<file path="src/rtl/ace_fetch_pkg.sv">
// Shared fetch-pipeline definitions: sequencer state encodings, PC alignment
// helpers and the redirect source enum also used by the fetch debug trace.
package ace_fetch_pkg;

   localparam logic [1:0] BOOT   = 2'd0;
   localparam logic [1:0] RUN    = 2'd1;
   localparam logic [1:0] STALL  = 2'd2;
   localparam logic [1:0] BUBBLE = 2'd3;

   localparam logic [63:0] PC_ALIGN_MASK = 64'hFFFF_FFFF_FFFF_FFFC;

   typedef enum logic [1:0] {
      SRC_FLUSH = 2'd0,
      SRC_OVR   = 2'd1,
      SRC_HOLD  = 2'd2,
      SRC_SEQ   = 2'd3
   } redirSrc_e;

   function automatic logic [63:0] alignPc(input logic [63:0] pc);
      return pc & PC_ALIGN_MASK;
   endfunction

endpackage

</file>
<file path="src/rtl/ace_perf_cnt.sv">
// Enable-gated performance counter; wraps silently at 2^CNT_W.
module ace_perf_cnt #(
   parameter int unsigned CNT_W = 32
) (
   input  logic             clock,
   input  logic             reset_n,
   input  logic             en_i,
   output logic [CNT_W-1:0] cnt_o
);

   logic [CNT_W-1:0] cnt_q;

   always_ff @(posedge clock or negedge reset_n) begin
      if (!reset_n) begin
         cnt_q <= '0;
      end else if (en_i) begin
         cnt_q <= cnt_q + CNT_W'(1);
      end
   end

   assign cnt_o = cnt_q;

endmodule

</file>
<file path="src/rtl/ace_pcgen.sv">
// Fetch PC generator: sequences the F0/F1 fetch PCs and selects each cycle's
// redirect source (retire flush, F1 override, hold, or F0 prediction).
module ace_pcgen
   import ace_fetch_pkg::*;
#(
   parameter logic [63:0] RESET_PC     = 64'h0,
   parameter int unsigned FLUSH_BUBBLE = 1,
   parameter int unsigned CNT_W        = 32
) (
   input  logic             clock,
   input  logic             reset_n,
   input  logic             flush_rt_i,
   input  logic [63:0]      flush_pc_rt_i,
   input  logic             override_vld_f1_i,
   input  logic [63:0]      override_pc_f1_i,
   input  logic [63:0]      nxt_pc_f0_i,
   input  logic             icache_stall_i,
   input  logic             instbuf_full_i,
   input  logic             bob_stall_i,
   output logic [63:0]      pc_f0_o,
   output logic [63:0]      pc_f1_o,
   output logic             f0_vld_o,
   output logic             f1_vld_o,
   output logic             icache_req_o,
   output logic             fill_f1_o,
   output logic [CNT_W-1:0] flush_cnt_o,
   output logic [CNT_W-1:0] override_cnt_o,
   output logic [CNT_W-1:0] stall_cnt_o
);

   localparam logic [1:0] BUBBLE_LOAD = 2'(FLUSH_BUBBLE);

   logic [63:0] pcF0_q, pcF0_d;
   logic [63:0] pcF1_q, pcF1_d;
   logic        f0Vld_q, f0Vld_d;
   logic        f1Vld_q, f1Vld_d;
   logic [1:0]  state_q, state_d;
   logic [1:0]  bubbleCnt_q, bubbleCnt_d;
   logic        hold;
   logic        booting;
   redirSrc_e   redirSrc;

   assign hold         = instbuf_full_i | bob_stall_i | icache_stall_i;
   assign booting      = (state_q == BOOT);
   assign fill_f1_o    = (~hold | flush_rt_i) & ~booting;
   assign icache_req_o = f0Vld_q & ~booting;

   always_comb begin
      if (flush_rt_i) begin
         redirSrc = SRC_FLUSH;
      end else if (override_vld_f1_i) begin
         redirSrc = SRC_OVR;
      end else if (hold) begin
         redirSrc = SRC_HOLD;
      end else begin
         redirSrc = SRC_SEQ;
      end
   end

   // A hold inside BUBBLE stays in BUBBLE so the drain count is only frozen,
   // never lost; only advance cycles consume bubble slots.
   always_comb begin
      pcF0_d      = pcF0_q;
      pcF1_d      = pcF1_q;
      f0Vld_d     = f0Vld_q;
      f1Vld_d     = f1Vld_q;
      state_d     = state_q;
      bubbleCnt_d = bubbleCnt_q;
      if (booting) begin
         state_d = RUN;
         f0Vld_d = 1'b1;
      end else begin
         case (redirSrc)
            SRC_FLUSH: begin
               pcF0_d      = alignPc(flush_pc_rt_i);
               f0Vld_d     = 1'b1;
               f1Vld_d     = 1'b0;
               bubbleCnt_d = BUBBLE_LOAD;
               state_d     = BUBBLE;
            end
            SRC_OVR: begin
               pcF0_d  = alignPc(override_pc_f1_i);
               f1Vld_d = 1'b0;
               state_d = RUN;
            end
            SRC_HOLD: begin
               if (state_q != BUBBLE) begin
                  state_d = STALL;
               end
            end
            default: begin
               pcF1_d  = pcF0_q;
               f1Vld_d = f0Vld_q;
               pcF0_d  = alignPc(nxt_pc_f0_i);
               state_d = RUN;
               if (state_q == BUBBLE && bubbleCnt_q != 2'd0) begin
                  f1Vld_d     = 1'b0;
                  bubbleCnt_d = bubbleCnt_q - 2'd1;
                  state_d     = (bubbleCnt_q == 2'd1) ? RUN : BUBBLE;
               end
            end
         endcase
      end
   end

   always_ff @(posedge clock or negedge reset_n) begin
      if (!reset_n) begin
         pcF0_q      <= RESET_PC;
         pcF1_q      <= '0;
         f0Vld_q     <= 1'b0;
         f1Vld_q     <= 1'b0;
         state_q     <= BOOT;
         bubbleCnt_q <= 2'd0;
      end else begin
         pcF0_q      <= pcF0_d;
         pcF1_q      <= pcF1_d;
         f0Vld_q     <= f0Vld_d;
         f1Vld_q     <= f1Vld_d;
         state_q     <= state_d;
         bubbleCnt_q <= bubbleCnt_d;
      end
   end

   assign pc_f0_o  = pcF0_q;
   assign pc_f1_o  = pcF1_q;
   assign f0_vld_o = f0Vld_q;
   assign f1_vld_o = f1Vld_q;

   logic flushEn, ovrEn, stallEn;

   assign flushEn = ~booting & (redirSrc == SRC_FLUSH);
   assign ovrEn   = ~booting & (redirSrc == SRC_OVR);
   assign stallEn = ~booting & (redirSrc == SRC_HOLD);

   ace_perf_cnt #(.CNT_W(CNT_W)) uFlushCnt (
      .clock   (clock),
      .reset_n (reset_n),
      .en_i    (flushEn),
      .cnt_o   (flush_cnt_o)
   );

   ace_perf_cnt #(.CNT_W(CNT_W)) uOvrCnt (
      .clock   (clock),
      .reset_n (reset_n),
      .en_i    (ovrEn),
      .cnt_o   (override_cnt_o)
   );

   ace_perf_cnt #(.CNT_W(CNT_W)) uStallCnt (
      .clock   (clock),
      .reset_n (reset_n),
      .en_i    (stallEn),
      .cnt_o   (stall_cnt_o)
   );

endmodule
</file>
<file path="config.mk">
export PLATFORM = sky130hd
export DESIGN_NAME = ace_pcgen
export DESIGN_NICKNAME = d
export VERILOG_FILES = /design/src/rtl/ace_fetch_pkg.sv /design/src/rtl/ace_perf_cnt.sv /design/src/rtl/ace_pcgen.sv
export SDC_FILE = /design/constraint.sdc
export NUM_CORES = 1
export LEC_CHECK = 0
export CORE_MARGIN = 4
export CORE_UTILIZATION = 35
export CTS_CLUSTER_DIAMETER = 40
export DETAILED_ROUTE_END_ITERATION = 8
export PLACE_DENSITY = 0.67
export SLEW_MARGIN = 15
export SYNTH_ARGS = -nofsm -noshare
export SYNTH_HDL_FRONTEND = slang
export SYNTH_SLANG_ARGS = --single-unit
</file>
<file path="constraint.sdc">
create_clock -name clock -period 2.7 [get_ports clock]
set_input_delay 0.405 -clock clock [delete_from_list [all_inputs] [get_ports clock]]
set_output_delay 0.405 -clock clock [all_outputs]
set_load 0.01 [all_outputs]
</file>
==> flow_summary.json, run 1 <==
{
  "run_status": "finished clean",
  "syn_avg_cell_area_um2": 10.8,
  "dpl.cell_count": 1736,
  "initial_core_util": 0.359,
  "die_w_um": 181,
  "io-pin-count": 427,
  "ys_seq_area_frac": 0.542,
  "core_area_um2": 29100,
  "cts_tree": "built",
  "synth_edf_count": 0,
  "crit_path_end_kind": "output port",
  "routed-via-count": 8802,
  "synth.cell_area_um2": 10400,
  "viasPerCell": 4.88,
  "holdCritPathClass": "input port to register",
  "synth.most_common_cell": "dfrtp_1",
  "finalNonFillerCells": 1803,
  "yosysTopAreaCell": "dfrtp_1",
  "die_h_um": 181,
  "cts_root_buf": "clkbuf_16",
  "timing.final.crit_share": 0.900,
  "power_density_nw_per_um2": 721,
  "multi_input_area_um2": 4530,
  "met3WireLength_um": 2510,
  "leakage_nw": 6.94,
  "synth_top_area_frac": 0.542,
  "dieArea_um2": 32700,
  "grt_usage": 0.193,
  "max_slew_margin": 0.444,
  "grt-ovfl-total": 0,
  "cp-start-kind": "input port",
  "grt_first_pass_wirelength_um": 50900,
  "crit_fanout": 3,
  "synth-main-ff-cell": "dfrtp_1",
  "insertion_delay_ns": 0.50,
  "wl_per_cell_um": 18.1,
  "gp_congestion": 0.834,
  "portBuffers": 416,
  "cts.clk_slew.worst_paths_ns": 0.05,
  "cts.sinks": 226,
  "cts.path.max_buffers": 3,
  "fin_crit_ns": 2.43,
  "drtPass1Iterations": 4,
  "r2r_end": "uFlushCnt.cnt_o[31]",
  "area_growth_pct": 57.2,
  "async_flop_share": 1.00,
  "drcViolationCount": 0,
  "ys_ff_latch": 226,
  "final-setup-viol-count": 0,
  "rsz0062_at_grt": "no",
  "antenna_found_initial": 0,
  "dr_wl_met2_um": 16800,
  "worstMarginPinSlew_ns": 0.828,
  "drv_cap": 0,
  "critPathKind": "input port to output port",
  "row_count": 62,
  "hpwl_um": 24800,
  "cts_buffers": 36,
  "diodes": 0,
  "routed.top_layer": "met4",
  "placed_area_um2": 15100,
  "n_fill_cell": 2553,
  "skew_ns": 0.0102,
  "finalHoldViolations": 0,
  "crit_arrival_ns": 2.02,
  "h-tree-depth": 2,
  "wirelength_um": 32600,
  "r2r_setup_slack_ns": 0.69,
  "synth_common_cells": "226 x dfrtp_1, 89 x nand2_1, 75 x nor2_1",
  "synthCells": 963,
  "drt-met1-wl_um": 12700,
  "required_ns": 2.30,
  "layout-drive-gt1-share": 0.110,
  "grt_pass1_vias": 8952,
  "synthDistinctLibCells": 44,
  "synthTopCellsByArea": "dfrtp_1 54%, mux2_2 6.3%, xnor2_1 6.0%",
  "irDropWorstVdd_v": 0.000365,
  "grt_max_degree": 83,
  "yosysWarnings": 0,
  "register_area_um2": 5660,
  "drv_slew": 0,
  "reg2reg_depth": 4,
  "r2r_start": "uFlushCnt.cnt_o[4]",
  "tns_ns": 0,
  "design_area_um2": 16400,
  "final_antenna_net_count": 0,
  "min_from": "override_vld_f1_i",
  "hold_depth": 3,
  "drtIter0Drc": 380,
  "worstHoldEndpoint": "state_q[0]",
  "layout.nets": 1595,
  "fmax_mhz": 412
}
[worst max-delay path by stage]
stage	startpoint	endpoint	slack, ns	cells after the start
CTS	state_q[1]	icache_req_o	0.05	3
global placement	bob_stall_i	fill_f1_o	0.24	5
global route	bob_stall_i	fill_f1_o	0.14	5
floorplan	uStallCnt.cnt_o[0]	uStallCnt.cnt_o[28]	0.67	5
finish	bob_stall_i	fill_f1_o	0.27	5
detailed placement	bob_stall_i	fill_f1_o	0.24	5
[cells by family after synthesis]
logic type,after synthesis,share of synthesized area
compound gates,135,0.0674
other cells,1,0.000359
simple gates,312,0.149
xor+xnor,93,0.0780
fa+ha+maj,5,0.00599
flops,226,0.542
mux,127,0.130
buf+inv,64,0.0278
[repair_timing]
item / in CTS / in global routing
gates resized for setup: 0 / 1
setup endpoints to repair: 0 / 2
hold buffers: 1 / 0
endpoints found under the hold margin: 69 / 0
setup buffers: 0 / 0
[layout by cell type (no fill, tap or decap), types with 3 or more instances in the layout]
cell type,netlist,routed
buf_4,4,19
nand2_1,89,89
mux2i_1,62,62
nand4_1,44,44
xnor2_1,72,72
conb_1,1,4
clkbuf_16,0,37
clkinvlp_4,0,4
buf_12,0,6
nand3_1,35,35
a21oi_1,64,64
clkdlybuf4s50_1,0,413
dfrtp_1,226,226
nor2_1,75,74
and3_1,10,10
nor3_1,19,19
mux2_2,58,58
ha_1,5,5
and2_1,6,6
mux2_1,7,7
bufinv_16,0,6
o21ai_0,64,64
nor4_1,14,14
and4_1,6,6
clkbuf_8,0,3
inv_6,0,6
inv_1,11,11
xor2_1,21,21
clkbuf_1,28,3
clkinv_2,0,6
[flip-flops by register name, summed over array words and instances (netlist names)]
signal / count
pc_f0_o: 62
pc_f1_o: 62
uFlushCnt.cnt_o: 32
uOvrCnt.cnt_o: 32
uStallCnt.cnt_o: 32
bubbleCnt_q: 2
state_q: 2
f0_vld_o: 1
f1_vld_o: 1
[power by group]
| part | total (mW) | leakage, nW | switching, mW | internal, mW |
|---|---|---|---|---|
| clock network | 4.85 | 0.621 | 1.66 | 3.19 |
| logic | 2.64 | 3.43 | 1.10 | 1.53 |
| registers | 4.35 | 2.89 | 0.452 | 3.90 |
[critical path, stage by stage]
cell and delay, ns:
clkdlybuf4s50_1 0.43, nor3_1 0.39, nor2_1 0.08, nor2_1 0.11, clkdlybuf4s50_1 0.60
[per-stage QoR]
stage	power [mW]	utilization	hold WS, ns	worst slack (ns)
after floorplan	5.29	-	0.109	0.674
after global placement	7.04	0.520	0.434	0.237
after detailed placement	7.08	0.520	0.434	0.237
after CTS	12.0	0.564	0.261	0.0475
after global routing	12.4	0.564	0.287	0.144
final	11.8	0.564	0.280	0.270
[routing by layer]
layer,vias to the layer above,track usage
met3,44,0.0525
met5,-,0
met2,294,0.346
met4,0,0.0460
li1,4247,-
met1,4217,0.231
[final cells by class]
type	instances	area share
inverters	11	0.00252
flip-flops and latches	226	0.345
repair buffers	440	0.269
clock buffers	43	0.0596
multi-input cells	676	0.276
clock inverters	23	0.0184
well taps	384	0.0293
(Power assumes the default switching activity.)
==> run 2, diff against run 1 <==
--- a/config.mk
+++ b/config.mk
@@ -9,6 +9,7 @@
 export CORE_UTILIZATION = 35
 export CTS_CLUSTER_DIAMETER = 40
 export DETAILED_ROUTE_END_ITERATION = 8
+export HOLD_SLACK_MARGIN = 0.03
 export PLACE_DENSITY = 0.67
 export SLEW_MARGIN = 15
 export SYNTH_ARGS = -nofsm -noshare
==> results of run 2 <==
Final layout, timing and power as in run 1 (identical DEF).
==> run 3, diff against run 2 <==
==> constraint.sdc (replaced) <==
create_clock -name clock -period 2.5 [get_ports clock]
set_input_delay 0.375 -clock clock [delete_from_list [all_inputs] [get_ports clock]]
set_output_delay 0.375 -clock clock [all_outputs]
set_load 0.01 [all_outputs]
==> flow_summary.json, run 3 (same netlist as run 1, synthesis figures left out) <==
{
  "grt_max_degree": 81,
  "wirelength_um": 32600,
  "crit_arrival_ns": 2.03,
  "hpwl_um": 24700,
  "h-tree-depth": 2,
  "r2r_start": "state_q[1]",
  "final_util": 0.566,
  "path_depth": 5,
  "finalWorstSetupSlack_ns": 0.0945,
  "cts.path.max_buffers": 3,
  "hold_depth": 4,
  "grt_usage": 0.193,
  "fin_crit_ns": 2.41,
  "gp_congestion": 0.855,
  "cts_root_buf": "clkbuf_16",
  "holdWs_ns": 0.280,
  "power_density_nw_per_um2": 788,
  "viasPerCell": 4.90,
  "diodes": 0,
  "crit_path_end_kind": "output port",
  "cts.sinks": 226,
  "worstPathCellList": "clkdlybuf4s50_1, nor3_1, nor2_1, nor2_1, clkdlybuf4s50_1",
  "layout.nets": 1599,
  "worstMarginPinSlew_ns": 0.999,
  "portBuffers": 416,
  "reg2reg_depth": 4,
  "required_ns": 2.12,
  "die_h_um": 181,
  "grt-ovfl-total": 0,
  "drtIter0Drc": 431,
  "layout-drive-gt1-share": 0.112,
  "row_count": 62,
  "min_from": "override_vld_f1_i",
  "area_growth_pct": 57.9,
  "antenna_found_initial": 0,
  "die_w_um": 181,
  "skew_ns": 0.0114,
  "cp-start-kind": "input port",
  "grt_pass1_vias": 8948,
  "core_area_um2": 29100,
  "drv_cap": 0,
  "dpl.cell_count": 1739,
  "crit_slowest_cell": "clkdlybuf4s50_1",
  "final_antenna_net_count": 0,
  "routed-via-count": 8839,
  "slowest_delay_ns": 0.60,
  "crit_start": "bob_stall_i",
  "crit_fanout": 3,
  "leakage_nw": 6.98,
  "cts_buffers": 37,
  "wl_per_cell_um": 18.1,
  "timing.final.crit_share": 0.962,
  "fmax_mhz": 416,
  "drcViolationCount": 0,
  "run_status": "finished clean",
  "drtPass1Iterations": 4,
  "dieArea_um2": 32700,
  "postCtsSetupRepairBufs": 0,
  "cts_tree": "built",
  "max_slew_margin": 0.329,
  "finalHoldViolations": 0,
  "holdCritPathClass": "input port to register",
  "tns_ns": 0,
  "final-setup-viol-count": 0,
  "critPathKind": "input port to output port",
  "layout_commonest_cell": "clkdlybuf4s50_1",
  "rsz0062_at_grt": "no",
  "initial_core_util": 0.359,
  "finalNonFillerCells": 1805,
  "crit_buf_inv": 2,
  "final_cell_mix": "413 x clkdlybuf4s50_1, 226 x dfrtp_1, 89 x nand2_1",
  "drv_slew": 0,
  "cts.clk_slew.worst_paths_ns": 0.05,
  "place_ws_ns": 0.0145,
  "insertion_delay_ns": 0.49,
  "grt_first_pass_wirelength_um": 50700,
  "irDropWorstVdd_v": 0.000410,
  "io-pin-count": 427,
  "crit_family": "buffers and inverters"
}
run 3: changes by cell type in the layout (fill, tap and decap cells not counted):
| cell | previous run | this run |
|---|---|---|
| clkbuf_1 | 3 | 2 |
| clkinv_2 | 6 | 4 |
| inv_6 | 6 | 5 |
| bufinv_16 | 6 | 8 |
| buf_4 | 19 | 22 |
| clkinv_4 | 1 | 2 |
run 3: worst paths after layout:
| check | to | slack [ns] |
|---|---|---|
| worst max-delay path | fill_f1_o | 0.09 |
| worst min register to register | uFlushCnt.cnt_o[31] | 0.47 |
| min in group asynchronous | uFlushCnt.cnt_o[25] | 0.41 |
| max in group asynchronous | uOvrCnt.cnt_o[3] | 1.31 |
| worst min-delay path | state_q[1] | 0.28 |
| worst max register to register | uStallCnt.cnt_o[21] | 0.35 |
run 3: cell type report:
class	count	area, um2
Timing Repair Buffer	443	4440
Sequential cell	226	5660
Tap cell	384	480
Inverter	11	41.3
Clock buffer	42	975
Clock inverter	23	352
Fill cell	2488	12600
Multi-Input combinational cell	676	4530
run 3: routing by layer:
layer / up-vias / track usage / part of all wire
li1: 4254 / - / -
met1: 4221 / 0.236 / 0.40
met2: 317 / 0.338 / 0.51
met3: 47 / 0.0507 / 0.072
met4: 0 / 0.0496 / 0.022
met5: - / 0 / 0
run 3: stage by stage:
stage / total power [mW] / instance area, um2
after floorplan: 5.72 / 10500
after global placement: 7.61 / 15100
after detailed placement: 7.68 / 15100
after CTS: 13.2 / 16500
after global routing: 13.6 / 16500
final: 13.0 / 16500
run 3: worst reg2reg max path: stages (launching register included):
cell      delay [ns]
dfrtp_1         0.50
o21bai_1        0.23
nor3_1          0.85
nand4_1         0.24
xnor2_1         0.25
run 3: timing repair:
action	in CTS	in global routing
endpoints found under the hold margin	48	0
resized for setup	1	0
hold buffers	1	0
setup endpoints to repair	2	0
run 3: where the power goes:
| part | internal (mW) | switching, mW |
|---|---|---|
| Combinational | 1.66 | 1.20 |
| Sequential | 4.21 | 0.491 |
| Clock | 3.64 | 1.77 |
